$ cat src/rtl/ts_measure_engine.sv
// Measure-handshake responder: settles, acquires N samples onto AXI-Stream,
// stamps the first sample with RTC time and reports completion.
module ts_measure_engine #(
    parameter int DATA_WIDTH = 16
) (
    input  logic                  clk,
    input  logic                  rst,
    input  logic [31:0]           rtc_sec,
    input  logic [31:0]           rtc_nsec,
    input  logic                  measure_start,
    output logic                  measure_ready,
    output logic                  measure_done,
    input  logic                  ctrl_abort,
    input  logic [31:0]           ctrl_settle_cycles,
    input  logic [31:0]           ctrl_sample_count,
    input  logic [DATA_WIDTH-1:0] s_data_tdata,
    input  logic                  s_data_tvalid,
    output logic [DATA_WIDTH-1:0] m_data_tdata,
    output logic                  m_data_tvalid,
    input  logic                  m_data_tready,
    output logic                  m_data_tlast,
    output logic [31:0]           stat_ts_sec,
    output logic [31:0]           stat_ts_nsec,
    output logic [31:0]           stat_meas_count,
    output logic                  stat_overrun,
    output logic                  stat_busy
);

    typedef enum logic [2:0] {
        ST_IDLE    = 3'd0,
        ST_SETTLE  = 3'd1,
        ST_ACQUIRE = 3'd2,
        ST_FLUSH   = 3'd3,
        ST_DONE    = 3'd4
    } state_t;

    state_t                state_q, state_d;
    logic [31:0]           settle_cnt_q, settle_cnt_d;
    logic [31:0]           n_samp_q, n_samp_d;
    logic [31:0]           samp_cnt_q, samp_cnt_d;
    logic [31:0]           ts_sec_q, ts_sec_d;
    logic [31:0]           ts_nsec_q, ts_nsec_d;
    logic [31:0]           meas_cnt_q, meas_cnt_d;
    logic                  ovr_q, ovr_d;
    logic                  ready_q, ready_d;
    logic                  done_q, done_d;
    logic                  busy_q;
    logic                  m_valid_q, m_valid_d;
    logic                  m_last_q, m_last_d;
    logic [DATA_WIDTH-1:0] m_data_q, m_data_d;
    logic                  out_free;
    logic                  out_fire;

    assign out_free = !m_valid_q || m_data_tready;
    assign out_fire = m_valid_q && m_data_tready;

    always_comb begin
        state_d      = state_q;
        settle_cnt_d = settle_cnt_q;
        n_samp_d     = n_samp_q;
        samp_cnt_d   = samp_cnt_q;
        ts_sec_d     = ts_sec_q;
        ts_nsec_d    = ts_nsec_q;
        meas_cnt_d   = meas_cnt_q;
        ovr_d        = ovr_q;
        ready_d      = 1'b0;
        done_d       = 1'b0;
        m_data_d     = m_data_q;
        // A completed handshake empties the output register unless reloaded below.
        m_valid_d    = m_valid_q && !out_fire;
        m_last_d     = m_last_q && !out_fire;

        if (ctrl_abort) begin
            state_d   = ST_IDLE;
            m_valid_d = 1'b0;
            m_last_d  = 1'b0;
        end else begin
            case (state_q)
                ST_IDLE: begin
                    if (measure_start) begin
                        state_d      = ST_SETTLE;
                        settle_cnt_d = ctrl_settle_cycles;
                        n_samp_d     = (ctrl_sample_count == 32'd0) ? 32'd1 : ctrl_sample_count;
                        samp_cnt_d   = 32'd0;
                        ovr_d        = 1'b0;
                    end
                end
                ST_SETTLE: begin
                    if (!measure_start) begin
                        state_d = ST_IDLE;
                    end else if (settle_cnt_q != 32'd0) begin
                        settle_cnt_d = settle_cnt_q - 32'd1;
                    end else begin
                        state_d = ST_ACQUIRE;
                        ready_d = 1'b1;
                    end
                end
                ST_ACQUIRE: begin
                    if (s_data_tvalid) begin
                        if (out_free) begin
                            m_data_d   = s_data_tdata;
                            m_valid_d  = 1'b1;
                            m_last_d   = (samp_cnt_q == n_samp_q - 32'd1);
                            samp_cnt_d = samp_cnt_q + 32'd1;
                            if (samp_cnt_q == 32'd0) begin
                                ts_sec_d  = rtc_sec;
                                ts_nsec_d = rtc_nsec;
                            end
                            if (samp_cnt_q == n_samp_q - 32'd1) begin
                                state_d = ST_FLUSH;
                            end
                        end else begin
                            // No backpressure upstream: a sample that cannot be held is lost.
                            ovr_d = 1'b1;
                        end
                    end
                end
                ST_FLUSH: begin
                    if (out_fire && m_last_q) begin
                        state_d    = ST_DONE;
                        done_d     = 1'b1;
                        meas_cnt_d = meas_cnt_q + 32'd1;
                    end
                end
                ST_DONE: begin
                    state_d = ST_IDLE;
                end
                default: begin
                    state_d = ST_IDLE;
                end
            endcase
        end
    end

    always_ff @(posedge clk) begin
        if (rst) begin
            state_q      <= ST_IDLE;
            settle_cnt_q <= 32'd0;
            n_samp_q     <= 32'd0;
            samp_cnt_q   <= 32'd0;
            ts_sec_q     <= 32'd0;
            ts_nsec_q    <= 32'd0;
            meas_cnt_q   <= 32'd0;
            ovr_q        <= 1'b0;
            ready_q      <= 1'b0;
            done_q       <= 1'b0;
            busy_q       <= 1'b0;
            m_valid_q    <= 1'b0;
            m_last_q     <= 1'b0;
            m_data_q     <= '0;
        end else begin
            state_q      <= state_d;
            settle_cnt_q <= settle_cnt_d;
            n_samp_q     <= n_samp_d;
            samp_cnt_q   <= samp_cnt_d;
            ts_sec_q     <= ts_sec_d;
            ts_nsec_q    <= ts_nsec_d;
            meas_cnt_q   <= meas_cnt_d;
            ovr_q        <= ovr_d;
            ready_q      <= ready_d;
            done_q       <= done_d;
            busy_q       <= (state_d != ST_IDLE);
            m_valid_q    <= m_valid_d;
            m_last_q     <= m_last_d;
            m_data_q     <= m_data_d;
        end
    end

    assign measure_ready   = ready_q;
    assign measure_done    = done_q;
    assign m_data_tdata    = m_data_q;
    assign m_data_tvalid   = m_valid_q;
    assign m_data_tlast    = m_last_q;
    assign stat_ts_sec     = ts_sec_q;
    assign stat_ts_nsec    = ts_nsec_q;
    assign stat_meas_count = meas_cnt_q;
    assign stat_overrun    = ovr_q;
    assign stat_busy       = busy_q;

endmodule

$ cat config.mk
export PLATFORM = sky130hd
export DESIGN_NAME = ts_measure_engine
export DESIGN_NICKNAME = d
export VERILOG_FILES = /design/src/rtl/ts_measure_engine.sv
export SDC_FILE = /design/constraint.sdc
export NUM_CORES = 1
export LEC_CHECK = 0
export CORE_MARGIN = 2
export CORE_UTILIZATION = 53
export CTS_CLUSTER_SIZE = 30
export DETAILED_ROUTE_END_ITERATION = 12
export PLACE_DENSITY_LB_ADDON = 0.1
export SYNTH_ARGS = -nofsm -noshare
export SYNTH_HDL_FRONTEND = slang
export SYNTH_SLANG_ARGS = --single-unit
$ cat constraint.sdc
create_clock -name clk -period 8 [get_ports clk]
set_clock_uncertainty 0.05 [all_clocks]
set_input_delay 1.2 -clock clk [delete_from_list [all_inputs] [get_ports clk]]
set_output_delay 1.2 -clock clk [all_outputs]
set_load 0.005 [all_outputs]
==> out/qor.yml <==
layout:
  layout_commonest_cell: "clkdlybuf4s50_1"
  nets: 1676
  drive_gt1_share_pct: 4.492
  final_cells: 1801
  mostFrequentLayoutCells: "266 x clkdlybuf4s50_1, 217 x dfxtp_1, 189 x nor2_1"
  multi_input_area_mm2: 0.005682
  fillers: 1581
  antenna_cells: 0
  area_growth_pct: 34.43
  seq_area_mm2: 0.004344
sta:
  fin_tns_setup_ns: 0
  layout_setup_ws_ns: 3.950
  fin_crit_sh_pct: 50.63
  min_period_ns: 4.050
  finalSetupViolations: 0
  report.final.slew_viol_count: 0
  slew_headroom_pct: 22.24
  rsz0062_at_grt: "no"
  finalHoldViolCount: 0
  worst_pin_slew_ns: 1.166
  fmax_mhz: 246.9
worst_setup_path:
  cp_cell_sequence: "clkdlybuf4s50_1, nand2b_1, nand4_1, or2_2, nor3_2, buf_4, mux2i_1, nor2_1"
  path_delay_family: "simple AND/OR/NAND/NOR gates"
  critPathBufInv: 2
  slowest_stage: "buf_4"
  crit_required_ns: 8.32
  ff2ff_path_depth: 8
  reg2reg_from: "n_samp_q[2]"
  crit_fanout: 60
  path_class: "in2reg"
  arrival_ns: 4.37
  end_kind: "flop"
  rrSetupSlack_ns: 4.60
  max_stage_delay_ns: 0.79
  rr_endpoint: "m_data_tlast"
  cp-start-kind: "input port"
global_route:
  grt_max_degree: 97
  first_global_vias: 9444
  grt_pass1_wl_um: 46210
  antenna_found_initial: 2
  grt.overflow.total: 0
  gr-usage-all-layers_pct: 27.16
pwr:
  power_leakage_nw: 4.841
  pwr-share-seq_pct: 45.1
  power.internal_mw: 1.857
  switching_power_uw: 632.3
  power_density_mw_per_mm2: 178.5
  pwr-share-clk_pct: 42.6
  p_comb_share_pct: 12.3
  irDropWorstVdd_mv: 0.1559
  sw_frac_of_total_pct: 25.40
clock_tree:
  cts_hold_buf: 0
  cts_root_buf: "clkbuf_16"
  cts_tree: "built"
  postCtsSetupBuffers: 0
  cts_buffers: 24
  clkLatencyLatePin_ns: 0.52
  htreeDepth: 1
  clk_pin_slew_worst_paths_ns: 0.06
  clock_path_buffers: 3
  cts.sinks: 217
  cts_resized: 0
detailed_routing:
  firstDrtPassIters: 6
  antenna_left: 0
  drc: 0
  totalWireLength_um: 29160
  drt-initial-drc-count: 636
  via_per_inst: 5.579
  vias: 10047
  routedWlPerCell_um: 16.19
synthesis:
  yosysWarnings: 0
  yosysUniqueCellTypes: 61
  ys_ff_latch: 217
  synth_flop_cell: "dfxtp_1"
  synth_edf_count: 0
  avgSynthCellArea_um2: 8.046
  ys_async_sr_fraction_pct: 0
  synthCells: 1289
  syn_nets: 1445
  seq_area_frac_synth_pct: 41.89
  syn-cell-area_mm2: 0.01037
floorplan:
  rows: 51
  start_util_pct: 53.64
  die_area_mm2: 0.02070
  die_x_um: 143.9
  die_height_um: 143.9
  ioPinCount: 268
  core_mm2: 0.01933
place:
  place_congestion: 0.9231
  portBuffers: 267
  dpl.hpwl_um: 20980
  pre_cts_ws_ns: 3.453
  dp_cells: 1759
status:
  status: "finished, final reports clean"
min_path:
  hold_end: "m_data_tdata[13]"
  min_from: "m_data_tdata[13]"
  holdPathStages: 2
  hold_class: "reg2reg"
flow_run:
  drv_cap: 0
## cells by family (layout without fill, tap and decap cells)
group	after synthesis	in the layout	synth area share, %
fa+ha+maj	6	6	0.7238
simple gates	596	596	27.25
mux	67	67	6.466
compound gates	218	218	12.45
flops	217	217	41.89
buf+inv	93	340	3.450
xor+xnor	92	92	7.769
## registers in the layout (all words and copies together) (netlist names), 3 cells and up
signal           cells
settle_cnt_q        32
samp_cnt_q          32
stat_meas_count     32
m_data_tdata        16
stat_ts_sec         32
stat_ts_nsec        32
state_q              3
n_samp_q            32
## tightest hold or removal path, cell delays in order (launching register included)
cell and delay (ns):
dfxtp_1 0.31, nand2_1 0.05, a21oi_1 0.05
## worst max path at each step
stage / slack [ns] / start / depth (start not counted) / end
finish: 3.95 / m_data_tready / 8 / stat_ts_sec[10]
global route: 3.73 / ctrl_abort / 9 / stat_meas_count[29]
CTS: 3.97 / m_data_tready / 8 / stat_ts_sec[10]
detailed placement: 3.45 / m_data_tready / 8 / stat_ts_nsec[2]
global placement: 3.51 / m_data_tready / 8 / stat_ts_sec[9]
floorplan: 4.56 / ctrl_abort / 10 / stat_meas_count[29]
## synthesized netlist by cell type (12+ instances only)
cell	count	area share, %
clkbuf_1	62	2.2
a21oi_1	90	4.3
inv_1	23	0.83
xor2_1	50	4.2
and3_1	12	0.72
nor4_1	25	1.5
nand2_1	184	6.7
nor2_1	190	6.9
o21ai_0	55	2.7
dfxtp_1	217	42
nor3_1	40	1.9
nand3_1	34	1.6
nand4_1	25	1.5
xnor2_1	42	3.5
a211oi_1	13	0.94
mux2i_1	67	6.5
or3_1	27	1.6
a22oi_1	12	0.87
## power groups by stage
stage | Clock, mW | Combinational (mW) | Sequential (mW)
after floorplan | 0 | 0.182 | 1.14
after CTS | 1.08 | 0.305 | 1.12
after global routing | 1.12 | 0.335 | 1.12
final | 1.06 | 0.307 | 1.12
after detailed placement | 0 | 0.303 | 1.15
after global placement | 0 | 0.297 | 1.14
## stage by stage
stage                     power, mW  cell area, µm²  utilization (%)  hold slack [ns]
final                         2.489           13940            72.11           0.4049
after global routing          2.580           13940            72.11           0.4395
after CTS                     2.504           13940            72.11           0.4070
after detailed placement      1.448           13180            68.16           0.3986
after global placement        1.442           13180            68.16           0.3908
after floorplan               1.320           10370                -           0.3937
## layer usage
metal | global-route usage [%] | part of all wire (%) | wire (µm) | up-vias
met5 | 0 | 0.041 | 12 | -
met3 | 6.465 | 6.4 | 1874 | 55
met4 | 9.082 | 3.4 | 985 | 2
met1 | 34.27 | 42 | 12230 | 4718
li1 | - | - | - | 4960
met2 | 45.66 | 48 | 14050 | 312
## cell type report
type / instances / share of cell area [%]
clock buffers: 29 / 4.658
clock inverters: 13 / 0.8256
inverters: 23 / 0.6192
multi-input cells: 979 / 40.75
flip-flops and latches: 217 / 31.16
well taps: 265 / 2.378
repair buffers: 275 / 19.61
Note: power is estimated with default switching activity, not from simulation.
